<file path="src/rtl/sha256_iter_core.sv">
// Iterative SHA-256/SHA-224 compression core: chains H across pre-padded 512-bit blocks,
// ROUNDS_PER_CYCLE unrolled rounds per clock, digest held on a valid/ready output.

module sha256_round (
    input  logic [0:7][31:0]  st,
    input  logic [0:15][31:0] w,
    input  logic [31:0]       k,
    output logic [0:7][31:0]  st_nx,
    output logic [0:15][31:0] w_nx
);
    function automatic logic [31:0] rotr(input logic [31:0] x, input int n);
        return (x >> n) | (x << (32 - n));
    endfunction

    function automatic logic [31:0] bsig0(input logic [31:0] x);
        return rotr(x, 2) ^ rotr(x, 13) ^ rotr(x, 22);
    endfunction

    function automatic logic [31:0] bsig1(input logic [31:0] x);
        return rotr(x, 6) ^ rotr(x, 11) ^ rotr(x, 25);
    endfunction

    function automatic logic [31:0] ssig0(input logic [31:0] x);
        return rotr(x, 7) ^ rotr(x, 18) ^ (x >> 3);
    endfunction

    function automatic logic [31:0] ssig1(input logic [31:0] x);
        return rotr(x, 17) ^ rotr(x, 19) ^ (x >> 10);
    endfunction

    logic [31:0] t1, t2, wn;

    // w[0] is W[t] for this round; the window slides by one and appends W[t+16]
    always_comb begin
        t1    = st[7] + bsig1(st[4]) + ((st[4] & st[5]) ^ (~st[4] & st[6])) + k + w[0];
        t2    = bsig0(st[0]) + ((st[0] & st[1]) ^ (st[0] & st[2]) ^ (st[1] & st[2]));
        wn    = ssig1(w[14]) + w[9] + ssig0(w[1]) + w[0];
        st_nx = {t1 + t2, st[0], st[1], st[2], st[3] + t1, st[4], st[5], st[6]};
        w_nx  = {w[1:15], wn};
    end
endmodule

module sha256_iter_core #(
    parameter int ROUNDS_PER_CYCLE = 1
) (
    input  logic         clk,
    input  logic         rst,
    input  logic         in_valid,
    output logic         in_ready,
    input  logic [511:0] in_block,
    input  logic         in_first,
    input  logic         in_last,
    input  logic         in_sha224,
    output logic         out_valid,
    input  logic         out_ready,
    output logic [255:0] out_digest
);
    localparam int R = ROUNDS_PER_CYCLE;

    generate
        if (!(R == 1 || R == 2 || R == 4 || R == 8 || R == 16 || R == 32 || R == 64)) begin : g_bad_r
            $error("sha256_iter_core: ROUNDS_PER_CYCLE must be a power of two in 1..64");
        end
    endgenerate

    localparam logic [0:7][31:0] IV256 =
        256'h6a09e667_bb67ae85_3c6ef372_a54ff53a_510e527f_9b05688c_1f83d9ab_5be0cd19;
    localparam logic [0:7][31:0] IV224 =
        256'hc1059ed8_367cd507_3070dd17_f70e5939_ffc00b31_68581511_64f98fa7_befa4fa4;

    localparam logic [0:63][31:0] KTAB = {
        32'h428a2f98, 32'h71374491, 32'hb5c0fbcf, 32'he9b5dba5, 32'h3956c25b, 32'h59f111f1, 32'h923f82a4, 32'hab1c5ed5,
        32'hd807aa98, 32'h12835b01, 32'h243185be, 32'h550c7dc3, 32'h72be5d74, 32'h80deb1fe, 32'h9bdc06a7, 32'hc19bf174,
        32'he49b69c1, 32'hefbe4786, 32'h0fc19dc6, 32'h240ca1cc, 32'h2de92c6f, 32'h4a7484aa, 32'h5cb0a9dc, 32'h76f988da,
        32'h983e5152, 32'ha831c66d, 32'hb00327c8, 32'hbf597fc7, 32'hc6e00bf3, 32'hd5a79147, 32'h06ca6351, 32'h14292967,
        32'h27b70a85, 32'h2e1b2138, 32'h4d2c6dfc, 32'h53380d13, 32'h650a7354, 32'h766a0abb, 32'h81c2c92e, 32'h92722c85,
        32'ha2bfe8a1, 32'ha81a664b, 32'hc24b8b70, 32'hc76c51a3, 32'hd192e819, 32'hd6990624, 32'hf40e3585, 32'h106aa070,
        32'h19a4c116, 32'h1e376c08, 32'h2748774c, 32'h34b0bcb5, 32'h391c0cb3, 32'h4ed8aa4a, 32'h5b9cca4f, 32'h682e6ff3,
        32'h748f82ee, 32'h78a5636f, 32'h84c87814, 32'h8cc70208, 32'h90befffa, 32'ha4506ceb, 32'hbef9a3f7, 32'hc67178f2
    };

    typedef enum logic [1:0] {IDLE, RUN, FINAL, HOLD} state_t;

    state_t             state;
    logic [6:0]         cnt;
    logic [0:7][31:0]   hreg, work, hsum;
    logic [0:15][31:0]  win;
    logic               chain_open, mode224, last_r;

    logic [R:0][0:7][31:0]  st_c;
    logic [R:0][0:15][31:0] w_c;

    assign in_ready = (state == IDLE) && !rst;
    assign st_c[0]  = work;
    assign w_c[0]   = win;

    generate
        for (genvar i = 0; i < R; i++) begin : g_rnd
            logic [5:0] kidx;
            assign kidx = cnt[5:0] + 6'(i);
            sha256_round u_rnd (
                .st   (st_c[i]),
                .w    (w_c[i]),
                .k    (KTAB[kidx]),
                .st_nx(st_c[i+1]),
                .w_nx (w_c[i+1])
            );
        end
    endgenerate

    always_comb begin
        hsum = '0;
        for (int j = 0; j < 8; j++) hsum[j] = hreg[j] + work[j];
    end

    always_ff @(posedge clk or posedge rst) begin
        if (rst) begin
            state      <= IDLE;
            cnt        <= '0;
            hreg       <= '0;
            work       <= '0;
            win        <= '0;
            chain_open <= 1'b0;
            mode224    <= 1'b0;
            last_r     <= 1'b0;
            out_valid  <= 1'b0;
            out_digest <= '0;
        end else begin
            case (state)
                IDLE: if (in_valid) begin
                    win    <= in_block;
                    last_r <= in_last;
                    cnt    <= '0;
                    state  <= RUN;
                    // a continuation block with no open chain starts a fresh message
                    if (in_first || !chain_open) begin
                        hreg       <= in_sha224 ? IV224 : IV256;
                        work       <= in_sha224 ? IV224 : IV256;
                        mode224    <= in_sha224;
                        chain_open <= 1'b1;
                    end else begin
                        work <= hreg;
                    end
                end
                RUN: begin
                    work <= st_c[R];
                    win  <= w_c[R];
                    cnt  <= cnt + 7'(R);
                    if (cnt + 7'(R) == 7'd64) state <= FINAL;
                end
                FINAL: begin
                    hreg <= hsum;
                    cnt  <= '0;
                    if (last_r) begin
                        out_digest <= mode224 ? {hsum[0:6], 32'h0} : 256'(hsum);
                        chain_open <= 1'b0;
                        out_valid  <= 1'b1;
                        state      <= HOLD;
                    end else begin
                        state <= IDLE;
                    end
                end
                HOLD: if (out_ready) begin
                    out_valid <= 1'b0;
                    state     <= IDLE;
                end
                default: state <= IDLE;
            endcase
        end
    end
endmodule

</file>
<file path="config.mk">
export PLATFORM = sky130hd
export DESIGN_NAME = sha256_iter_core
export DESIGN_NICKNAME = d
export VERILOG_FILES = /design/src/rtl/sha256_iter_core.sv
export SDC_FILE = /design/constraint.sdc
export NUM_CORES = 2
export LEC_CHECK = 0
export ABC_AREA = 1
export CAP_MARGIN = 20
export CORE_ASPECT_RATIO = 0.9
export CORE_MARGIN = 5
export CORE_UTILIZATION = 40
export CTS_CLUSTER_DIAMETER = 60
export DETAILED_ROUTE_END_ITERATION = 10
export GPL_TIMING_DRIVEN = 0
export SLEW_MARGIN = 10
export SYNTH_ARGS = -nofsm -noshare
export SYNTH_HDL_FRONTEND = slang
export SYNTH_SLANG_ARGS = --single-unit
</file>
<file path="constraint.sdc">
create_clock -name clk -period 84 [get_ports clk]
set_clock_uncertainty 0.2 [all_clocks]
set_input_delay 25.2 -clock clk [delete_from_list [all_inputs] [get_ports clk]]
set_output_delay 25.2 -clock clk [all_outputs]
set_load 0.01 [all_outputs]
</file>
==> impl_metrics.toml <==
[detailed_routing]
via_per_inst = 6.20
drt_pass1_iterations = 9
num_vias = 99000
route.detailed.wl_per_inst_microns = 34.5
drcViolationCount = 0
drt_iter0_markers = 15300
antenna_violating_nets_post_route = 0
totalWireLength_microns = 551000

[layout]
final_layout_fill_cell_count = 22000
multi_input_comb_area_sq_mm = 0.0487
share_of_final_layout_standard_cells_stronger_than_drive_strength_1_pct = 5.84
area_growth_syn_to_layout_pct = 21.4
seq_area_sq_mm = 0.0324
layout.nets = 14000

[hold_path]
worst_hold_path_type = "register to register"

[sta]
max_freq_mhz = 19.3
fin_crit_sh_pct = 61.7
grt_setup_unrepaired = "false"
worst-slew-pin-transition_ns = 1.40
report.final.slew_viol_count = 0
number_of_hold_violations_in_the_final_report = 0
report.final.setup_viol = 0
setup_tns_ns = 0
time_the_final_worst_path_needs_with_i_o_delays_and_setup_ns = 51.79
maxSlewHeadroom_pct = 6.44
post-route-worst-setup-slack_ns = 32.21

[synthesis]
synthDominantAreaCellType = "sky130_fd_sc_hd__dfrtp_1"
postSynth.asyncResetShare_pct = 100
yosys_warnings = 0
synthTopCellsByCount = "2645 x sky130_fd_sc_hd__nand2_1, 1343 x sky130_fd_sc_hd__inv_1, 1293 x sky130_fd_sc_hd__dfrtp_1"
synthTopCellsByArea = "sky130_fd_sc_hd__dfrtp_1 36%, sky130_fd_sc_hd__nand2_1 11%, sky130_fd_sc_hd__inv_1 5.7%"
post_synth_net_total = 12900
synth.yosys.seq_area_share_pct = 36.5
synth_area_per_cell_sq_um = 7.50
syn-instance-count = 11800
yosys.area.top_type_share_pct = 36.5
yosys.cell_count.top_type = "sky130_fd_sc_hd__nand2_1"
ys_ff_latch = 1293
synth_area_sq_mm = 0.0887
synth.lib_cells_used.distinct = 68
synth_edf_count = 0
ys.flop_type = "sky130_fd_sc_hd__dfrtp_1"

[place]
post-place-ws_ns = 32.20
gp_routability_congestion = 1.14
detailed_place_hpwl_microns = 446000
buffer_ports.inserted = 776

[floorplan]
floorplan.initialDensity_pct = 40.1
floorplan.die_area_sq_mm = 0.231
die-width_microns = 506
row_count = 164
boundaryPins = 777
dieHeight_microns = 457
core-area_sq_mm = 0.221

[clock_network]
root_buffer = "sky130_fd_sc_hd__clkbuf_16"
tritoncts = "yes"
cts-htree-levels = 4
worst_setup_hold_path_clk_slew_ns = 0.06
max-clock-path-buffers = 3
cts_hold_buffers = 0
post-cts-setup-buffers = 0
worstSkewPairLatency_ns = 0.88
cts_made_buffers = 164
cts.sink_count = 1293
post_cts_resize_count = 0

[critical_path]
highest_net_fanout_along_the_worst_path = 2
setup.reg_to_reg.worst_slack_ns = 73.87
start_kind = "primary input"
worst-endpoint-arrival_ns = 26.39
critical_path.endpoint_type = "output pin"
worst_path_class_setup = "primary input to output pin"
worst-endpoint-required_ns = 58.60

[global_route]
grt.total_usage_pct = 45.9
grt_remaining_overflow = 0
antenna_violations_before_repair = 122
grt_max_degree = 124
first_global_vias = 91900
grt_pass1_wl_microns = 742000

[outcome]
outcome = "completed"

[run]
maxCapViolations = 0
cell usage in the layout (no fill, tap or decap), types with 166 or more instances in the layout:
cell type                         count
sky130_fd_sc_hd__clkdlybuf4s50_1    776
sky130_fd_sc_hd__o21ai_0            941
sky130_fd_sc_hd__xnor2_1            185
sky130_fd_sc_hd__o211ai_1           277
sky130_fd_sc_hd__clkbuf_16          166
sky130_fd_sc_hd__fa_1               195
sky130_fd_sc_hd__nand2_1           2645
sky130_fd_sc_hd__o31ai_1            312
sky130_fd_sc_hd__nor2_1            1092
sky130_fd_sc_hd__o21ai_1            402
sky130_fd_sc_hd__nand3_1            479
sky130_fd_sc_hd__buf_2              201
sky130_fd_sc_hd__a21oi_1            589
sky130_fd_sc_hd__xor2_1             217
sky130_fd_sc_hd__dfrtp_1           1293
sky130_fd_sc_hd__clkbuf_1           327
sky130_fd_sc_hd__inv_1             1342
sky130_fd_sc_hd__ha_1               392
cell type report:
type,instances,share of cell area [%]
Sequential cell,1293,30.0
Tap cell,2905,3.38
Antenna cell,84,0.195
Timing Repair Buffer,845,8.33
Inverter,1365,4.77
Multi-Input combinational cell,8557,45.2
Buffer,622,2.52
Clock buffer,213,4.31
Clock inverter,90,1.25
cell families (layout without fill, tap and decap cells):
logic type / Yosys count / count (layout) / share of synthesized area (%)
and+or+nand+nor: 4564 / 4564 / 20.8
AOI/OAI and AO/OA: 3002 / 3002 / 20.1
buffers and inverters: 1987 / 3135 / 8.72
DFF: 1293 / 1293 / 36.5
adders and majority gates: 587 / 587 / 9.93
xor gates and xnor gates: 404 / 404 / 3.99
other: 0 / 84 / 0
final timing paths:
| path | startpoint | to | cells after the start |
|---|---|---|---|
| hold reg to reg | out_valid$_DFFE_PP0P_ | out_valid$_DFFE_PP0P_ | 2 |
| min in group asynchronous | rst | out_digest[64]$_DFFE_PP0P_ | 2 |
| hold / removal | out_valid$_DFFE_PP0P_ | out_valid$_DFFE_PP0P_ | 2 |
| setup / recovery | rst | in_ready | 3 |
| setup reg to reg | cnt[1]$_DFFE_PP0P_ | st_c[237]$_DFFE_PP0P_ | 33 |
| max in group asynchronous | rst | w_c[147]$_DFFE_PP0P_ | 7 |
critical path, cell delays in order:
cell	delay, ns
sky130_fd_sc_hd__clkdlybuf4s50_1	0.51
sky130_fd_sc_hd__nor2_1	0.14
sky130_fd_sc_hd__clkdlybuf4s50_1	0.55
layer usage:
layer	track usage (%)	wire length, microns	vias up
met5	0	401	-
met4	29.3	42900	56
met3	16.6	74100	1667
met2	63.0	217000	7494
met1	60.8	216000	48300
li1	-	-	41500
stage by stage:
stage	instance area (sq um)	cells	hold slack [ns]	utilization [%]
after floorplan	88700	11800	0.252	-
after global routing	108000	15900	0.289	48.6
final	108000	16000	0.278	48.6
after detailed placement	101000	15600	0.263	45.8
after global placement	100000	15500	0.264	45.2
after CTS	107000	15900	0.281	48.5
state kept, by name, summed over array words and instances, names as in the netlist:
name        count
hreg          256
state           2
out_valid       1
out_digest    256
cnt             7
last_r          1
chain_open      1
st_c          256
w_c           512
mode224         1
Power is left out: the tool's default activity adds up to more than one toggle a clock period on the data nets, which glitch-free logic cannot reach.
